**src/rtl/cond_unit.sv**
```systemverilog
// Conditional-execution unit: holds the NZCV flag register, evaluates condition
// codes against it, gates the write strobes and keeps debug execute/squash counters.
module cond_unit #(
    parameter int CNT_W = 16
) (
    input  logic             clk,
    input  logic             reset,
    input  logic             valid_i,
    input  logic [3:0]       Cond,
    input  logic [3:0]       ALUFlags,
    input  logic [1:0]       FlagW,
    input  logic             PCS,
    input  logic             RegW,
    input  logic             MemW,
    input  logic             NoWrite,
    input  logic             cnt_clr,
    output logic             PCSrc,
    output logic             RegWrite,
    output logic             MemWrite,
    output logic             CondEx,
    output logic [3:0]       Flags,
    output logic [CNT_W-1:0] exec_cnt,
    output logic [CNT_W-1:0] squash_cnt
);

    localparam logic [CNT_W-1:0] CNT_MAX = {CNT_W{1'b1}};
    localparam logic [CNT_W-1:0] CNT_ONE = {{(CNT_W-1){1'b0}}, 1'b1};

    logic [3:0]       flags_r;
    logic [3:0]       flags_next_s;
    logic [CNT_W-1:0] exec_cnt_r;
    logic [CNT_W-1:0] squash_cnt_r;
    logic             pass_s;
    logic             condex_s;

    function automatic logic cond_pass(input logic [3:0] cond, input logic [3:0] f);
        logic n, z, c, v, r;
        n = f[3];
        z = f[2];
        c = f[1];
        v = f[0];
        case (cond)
            4'b0000: r = z;
            4'b0001: r = ~z;
            4'b0010: r = c;
            4'b0011: r = ~c;
            4'b0100: r = n;
            4'b0101: r = ~n;
            4'b0110: r = v;
            4'b0111: r = ~v;
            4'b1000: r = c & ~z;
            4'b1001: r = ~c | z;
            4'b1010: r = (n == v);
            4'b1011: r = (n != v);
            4'b1100: r = ~z & (n == v);
            4'b1101: r = z | (n != v);
            4'b1110: r = 1'b1;
            default: r = 1'b0;
        endcase
        return r;
    endfunction

    // Condition evaluation on the stored flags; reset forces every strobe low.
    always_comb begin
        pass_s   = cond_pass(Cond, flags_r);
        condex_s = valid_i & pass_s & reset;
    end

    // Next flag value: each half loads independently, only for an executed instruction.
    always_comb begin
        flags_next_s = flags_r;
        if (condex_s) begin
            if (FlagW[1]) begin
                flags_next_s[3:2] = ALUFlags[3:2];
            end else begin
                flags_next_s[3:2] = flags_r[3:2];
            end
            if (FlagW[0]) begin
                flags_next_s[1:0] = ALUFlags[1:0];
            end else begin
                flags_next_s[1:0] = flags_r[1:0];
            end
        end else begin
            flags_next_s = flags_r;
        end
    end

    // Architectural flag register.
    always_ff @(posedge clk or negedge reset) begin
        if (!reset) begin
            flags_r <= 4'b0000;
        end else begin
            flags_r <= flags_next_s;
        end
    end

    // Saturating debug counters; a clear wins over the instruction in the same cycle.
    always_ff @(posedge clk or negedge reset) begin
        if (!reset) begin
            exec_cnt_r   <= '0;
            squash_cnt_r <= '0;
        end else if (cnt_clr) begin
            exec_cnt_r   <= '0;
            squash_cnt_r <= '0;
        end else if (valid_i) begin
            if (condex_s) begin
                if (exec_cnt_r != CNT_MAX) begin
                    exec_cnt_r <= exec_cnt_r + CNT_ONE;
                end
            end else begin
                if (squash_cnt_r != CNT_MAX) begin
                    squash_cnt_r <= squash_cnt_r + CNT_ONE;
                end
            end
        end
    end

    assign CondEx     = condex_s;
    assign PCSrc      = PCS & condex_s;
    assign RegWrite   = RegW & condex_s & ~NoWrite;
    assign MemWrite   = MemW & condex_s;
    assign Flags      = flags_r;
    assign exec_cnt   = exec_cnt_r;
    assign squash_cnt = squash_cnt_r;

endmodule

```
**config.mk**
```make
export PLATFORM = sky130hd
export DESIGN_NAME = cond_unit
export DESIGN_NICKNAME = d
export VERILOG_FILES = /design/src/rtl/cond_unit.sv
export SDC_FILE = /design/constraint.sdc
export NUM_CORES = 1
export LEC_CHECK = 0
export CAP_MARGIN = 20
export CORE_ASPECT_RATIO = 1.1
export CORE_MARGIN = 2
export CORE_UTILIZATION = 35
export DETAILED_ROUTE_END_ITERATION = 12
export SYNTH_ARGS = -nofsm -noshare
export SYNTH_HDL_FRONTEND = slang
export SYNTH_SLANG_ARGS = --single-unit
```
**constraint.sdc**
```tcl
create_clock -name clk -period 2.7 [get_ports clk]
set_clock_uncertainty 0.2 [all_clocks]
set_input_delay 0.27 -clock clk [delete_from_list [all_inputs] [get_ports clk]]
set_output_delay 0.27 -clock clk [all_outputs]
set_load 0.1 [all_outputs]
```
* Yosys cells after proc, flatten, opt, wreduce, memory -nomap -nowiden
Index checks and enable logic that the tools add are counted.
** Word-level totals
- Input bits :: 18
- Logic and storage cells :: 58
- Output and inout bits :: 40
- Bits in registers :: 36
** Operators by class
- Add/sub/neg operators :: 2
- Bitwise operators :: 15
- Mux-type cells :: 9
- Reductions and logical operators :: 9
- Equality and inequality tests :: 19
** Operators by type and width (number)
- $mux 16 :: 8
- $add 16x1->16 const B :: 2
- $ne 16x16->1 const B :: 2
- $eq 4x4->1 const B :: 7
- $eq 4x3->1 const B :: 4
- $pmux 1 s15 :: 1
- $and 1x1->1 :: 8
- $eq 4x2->1 const B :: 2
- $reduce_bool 2->1 :: 4
- $reduce_and 3->1 :: 2
- $not 1->1 :: 5
- $eq 4x1->1 const B :: 1
- $logic_not 4->1 :: 1
- $reduce_and 2->1 :: 2
- $ne 2x2->1 const B :: 1
- $or 1x1->1 :: 2
- $eq 1x1->1 :: 1
- $ne 1x1->1 :: 1

* Longest topological paths before layout
- Depth in word-level cells :: 8
- Mapped depth :: 9
- Depth with buffers taken out :: 8

* Worst setup path after synthesis
Ideal clock, no wire load.
- Path type :: reg2out
- Start point :: register flags_r[3], in the netlist Flags[3]
- End point :: output RegWrite
- Arrival time :: 4.181 ns
- Required time :: 2.230 ns
- Cell stages (with the launch flop) :: 8
- Setup slack :: -1.951 ns
- Path buffers :: 1
- Path through :: dfrtp_1 > buf_6 > or4b_4 > nand3_2 > a22o_4 > o21a_4 > nor2_2 > nor3b_1
** On the way
- Word-level cells in the longest chain between the ends :: 7
- Elaborated cells between the ends (all ways) :: 10
- Classes of those cells :: eq/ne: 2; mux: 1; bitwise: 7
** Ends and longest elaborated chain
- start: declaration :: RTL line 29 : logic [3:0] flags_r;
- start signal: assignment :: RTL line 93 : flags_r <= flags_next_s;
- $ne 1x1->1 / $eq 1x1->1 (equally long branches)
- $or 1x1->1 / $and 1x1->1 (equally long branches) :: RTL line 56, 55
- $pmux 1 s15 (*) :: RTL line 42 : case (cond)
- $and 1x1->1 (*) (2 in series) :: RTL line 66 : condex_s = valid_i & pass_s & reset;
- $and 1x1->1 (*) (2 in series) :: RTL line 120 : assign RegWrite = RegW & condex_s & ~NoWrite;
- end: declaration :: RTL line 18 : output logic RegWrite,
Every way passes the cells marked *; elsewhere a longest branch is shown, timed or not.

* Worst setup path in the final report
- Start point :: register flags_r[0], in the netlist Flags[0]
- End point :: output RegWrite
The elaborated chain is that of the path after synthesis.

==> run summary <==
SETUP PATH
-----------------------------------------------------------------------------------------
Setup crit start kind ......................................................     register
Capture instance of the worst register-to-register path .................... squash_cnt[3]$_DFFE_PN0P_
Path length in cells of the critical path ..................................            7
Critical path data required time ...........................................      2230 ps
Crit Reg-Reg Startpoint .................................................... Flags[0]$_DFFE_PN0P_
Slowest cell on the critical path ..........................................       or4b_4
Type of destination of the critical path ...................................   output pin
Register-to-Register Path Depth ............................................            9
Cell Chain, Critical Path .................................................. or4b_4 > nand3_2 > a22o_4 > o21a_4 > nor2_4 > nor3b_4 > buf_12
Worst path bufs/invs .......................................................            1
Delay of the slowest cell on the worst path ................................       520 ps
Delay-heaviest family, CP .................................................. simple AND/OR/NAND/NOR gates
Crit Path Class ............................................................      reg2out
Minimum setup slack among reg-to-reg paths .................................       230 ps
Worst Path Arrival .........................................................      2150 ps
Worst-path maximum fanout ..................................................            7

YOSYS
-----------------------------------------------------------------------------------------
Share of Yosys cell area claimed by the top area cell type .................       39.22%
Cell type with the largest total area after synthesis ......................      dfrtp_1
Most used flip-flop cell after synthesis ...................................      dfrtp_1
Number of distinct library cells after synthesis ...........................           57
Fraction of the yosys area taken by sequential cells .......................       39.22%
Gate Count Post-Synth ......................................................          243
Proportion of register bits with asynchronous set or reset after synthesis .       100.0%
EDFF count, synth ..........................................................            0
Main area contributors after synthesis ..................................... dfrtp_1 39%, xnor2_1 6.9%, nor2_1 5.7%, a21oi_1 3.3%, mux2_2 2.9%
Post-synthesis instance area ...............................................     2297 µm²
Syn avg cell area ..........................................................    9.454 µm²
Number of warning messages in the yosys log ................................            0
Register bit total from synthesis ..........................................           36
Syn_nets ...................................................................          263

STA
-----------------------------------------------------------------------------------------
Maximum achievable frequency ...............................................    381.6 MHz
Time the final worst path needs with I/O delays and setup ..................      2621 ps
Final-report max-slew violation count ......................................            0
Accumulated negative setup slack ...........................................         0 ps
Period utilisation layout ..................................................       97.06%
Final-report hold violation count ..........................................            0
Relative slew slack ........................................................       60.13%
Total of endpoints with negative setup slack in the final report ...........            0
Slew of the pin with the lowest slew margin ................................     591.9 ps
RSZ-0062 raised after global routing .......................................         true

CLOCK TREE
-----------------------------------------------------------------------------------------
Number of buffers added by the clock tree synthesis step ...................            5
H-tree depth ...............................................................            2
TritonCTS clock tree .......................................................         done
Skew-Pair Late Insertion Delay .............................................       290 ps
Buffer cell driving the clock tree root ....................................     clkbuf_8
Clock transition at the registers of the reported paths ....................        70 ps
Number of hold buffers added after CTS .....................................            0
Number of buffers on the longest clock path ................................            2
# clock sinks ..............................................................           36

FLOORPLAN
-----------------------------------------------------------------------------------------
Core Rows ..................................................................           30
Initial core utilization ...................................................       36.65%
Core footprint .............................................................     6269 µm²
Die Wd .....................................................................     81.25 µm
I/O Pins ...................................................................           58
Vertical die dimension .....................................................     88.97 µm
Area of the die ............................................................     7228 µm²

DETAILED ROUTING
-----------------------------------------------------------------------------------------
Post-DR vias/cell ..........................................................        5.203
Antenna-violating nets left ................................................            0
Average wire per cell in the routed design .................................     14.22 µm
Starting DRT DRC Count .....................................................          115
Post-detailed-routing wire length ..........................................      5732 µm
Number of design rule violations left after detail routing .................            0
First-pass detailed-route iteration total ..................................            4
Number of vias in the routed layout ........................................         2097

GLOBAL ROUTING
-----------------------------------------------------------------------------------------
Initial antenna violation count ............................................            0
Fraction of met3 tracks used by global routing .............................       2.929%
Vias in the first global route .............................................         1981
Gr ovfl total ..............................................................            0
Global-route wire length before repair .....................................      9411 µm
Largest net degree at the start of global routing ..........................           42
Busiest layer in global routing ............................................         met2
Met1 track demand over resource ............................................       21.26%
Tot GR Track Use ...........................................................       16.75%
Met2 layer usage reported by global route ..................................       28.10%

PWR
-----------------------------------------------------------------------------------------
Internal power of the cells ................................................     1.046 mW
Largest voltage drop on the vdd net ........................................     583.0 µV
Sw power ...................................................................     766.4 µW
Net switching share of the total power .....................................       42.29%
Comb power frac ............................................................        42.6%
Power share of the sequential group ........................................        36.7%
Areal power density over the cells ......................................... 563.2 nW/µm²
Leakage power total ........................................................     1.389 nW
Part of the power in the clock network .....................................        20.7%
Design Power ...............................................................     1.812 mW

WORST HOLD PATH
-----------------------------------------------------------------------------------------
Hold Crit Class ............................................................     in2async

OUTCOME
-----------------------------------------------------------------------------------------
Run status .................................................................    completed

PLACEMENT
-----------------------------------------------------------------------------------------
I/O Buffers ................................................................           57
RePlAce Congestion .........................................................       0.8103
DP Cell Count ..............................................................          388
HPWL after DPL .............................................................      4048 µm

FINISH
-----------------------------------------------------------------------------------------
Ratio of cells with drive above 1 in the final layout ......................       39.01%
Final Instance Count excl. Fillers .........................................          403
Final #Nets ................................................................          342
Area growth, synth to finish ...............................................       40.09%
Antenna diodes .............................................................            0

JOB
-----------------------------------------------------------------------------------------
Maxcap violations ..........................................................            0

[power groups by stage]
stage / registers, mW / clock network [mW] / logic, mW
5_1_grt: 0.679 / 0.414 / 0.819
6_report: 0.665 / 0.375 / 0.772
3_3_place_gp: 0.682 / 0 / 0.683
2_1_floorplan: 0.910 / 0 / 0.290
3_5_place_dp: 0.684 / 0 / 0.687
4_1_cts: 0.673 / 0.390 / 0.689
[layout by cell type, fill, tap and decap left out, types with 4 or more instances in the layout]
| cell type | n |
|---|---|
| buf_4 | 59 |
| nor2_1 | 35 |
| xnor2_1 | 18 |
| dfrtp_1 | 18 |
| dfrtp_2 | 16 |
| a21oi_1 | 14 |
| clkdlybuf4s50_1 | 14 |
| nand2_1 | 12 |
| nand3_1 | 10 |
| and3_1 | 9 |
| nand4_1 | 9 |
| mux2_2 | 6 |
| nor2b_1 | 6 |
| nand2b_1 | 5 |
| and4_1 | 5 |
| clkbuf_8 | 5 |
| buf_12 | 5 |
| a31o_2 | 4 |
[registers in the layout, indices dropped and copies added (netlist names)]
name,count
exec_cnt,16
Flags,4
squash_cnt,16
[Yosys cell counts (4+ instances only)]
| master | n |
|---|---|
| nor2b_1 | 6 |
| and4_1 | 5 |
| a21oi_1 | 15 |
| mux2_2 | 6 |
| xnor2_1 | 18 |
| nor2_1 | 35 |
| clkbuf_1 | 4 |
| nand2_1 | 12 |
| nand2b_1 | 5 |
| nand4_1 | 9 |
| and3_1 | 9 |
| dfrtp_1 | 36 |
| nand3_1 | 11 |
| a31o_2 | 4 |
[metrics by stage]
step / area, µm² / worst slack, ps / util [%] / hold slack, ps
floorplan: 2346 / -357.4 / - / -225.6
global placement: 3042 / -91.98 / 48.52 / 339.7
detailed placement: 3042 / -128.7 / 48.52 / 347.6
CTS: 3132 / 21.44 / 49.96 / 275.4
global route: 3218 / -58.35 / 51.34 / 297.5
finish: 3218 / 79.40 / 51.34 / 275.4
[worst reg2reg max path: cells and delay by family (launching register included)]
family                 cells  cell delay (ps)
muxes                      1              320
AOI/OAI and AO/OA          3              580
DFF                        1              460
and+or+nand+nor            3              490
buffers and inverters      2              310
[metal layers]
metal  up-vias  share of wire [%]  routed length, µm
li1       1034                  -                  -
met4         0                1.7                 99
met3         7                3.8                220
met5         -                  0                  0
met1      1021                 44               2519
met2        35                 50               2893
[worst max-delay path by stage]
| stage | endpoint | slack, ps | start |
|---|---|---|---|
| after floorplan | RegWrite | -360 | Flags[3]$_DFFE_PN0P_ |
| after CTS | RegWrite | 20 | Cond[3] |
| after detailed placement | RegWrite | -130 | Cond[2] |
| after global placement | RegWrite | -90 | Cond[2] |
| final | RegWrite | 80 | Flags[0]$_DFFE_PN0P_ |
| after global routing | PCSrc | -60 | Flags[3]$_DFFE_PN0P_ |
[cells by family after synthesis]
group	after synthesis	share of synthesized area [%]
muxes	12	5.936
AOI/OAI and AO/OA	44	14.05
DFF	36	39.22
and+or+nand+nor	115	28.87
buffers and inverters	15	3.594
adders and majority gates	2	1.089
xor gates and xnor gates	19	7.244
[repair_timing]
item	4_1_cts	5_1_grt
buffers inserted	1	5
endpoints found under the setup margin	4	4
cloned	0	1
pin swaps	2	4
gates resized for setup	3	8
[layout make-up]
class | instances | area [µm²]
inverters | 4 | 15.01
clock buffers | 7 | 76.32
fillers | 608 | 3050
repair buffers | 83 | 729.5
multi-input cells | 192 | 1364
flip-flops and latches | 36 | 928.4
clock inverters | 1 | 5.005
well taps | 80 | 100.1
Power figures use the tool's default switching activity.
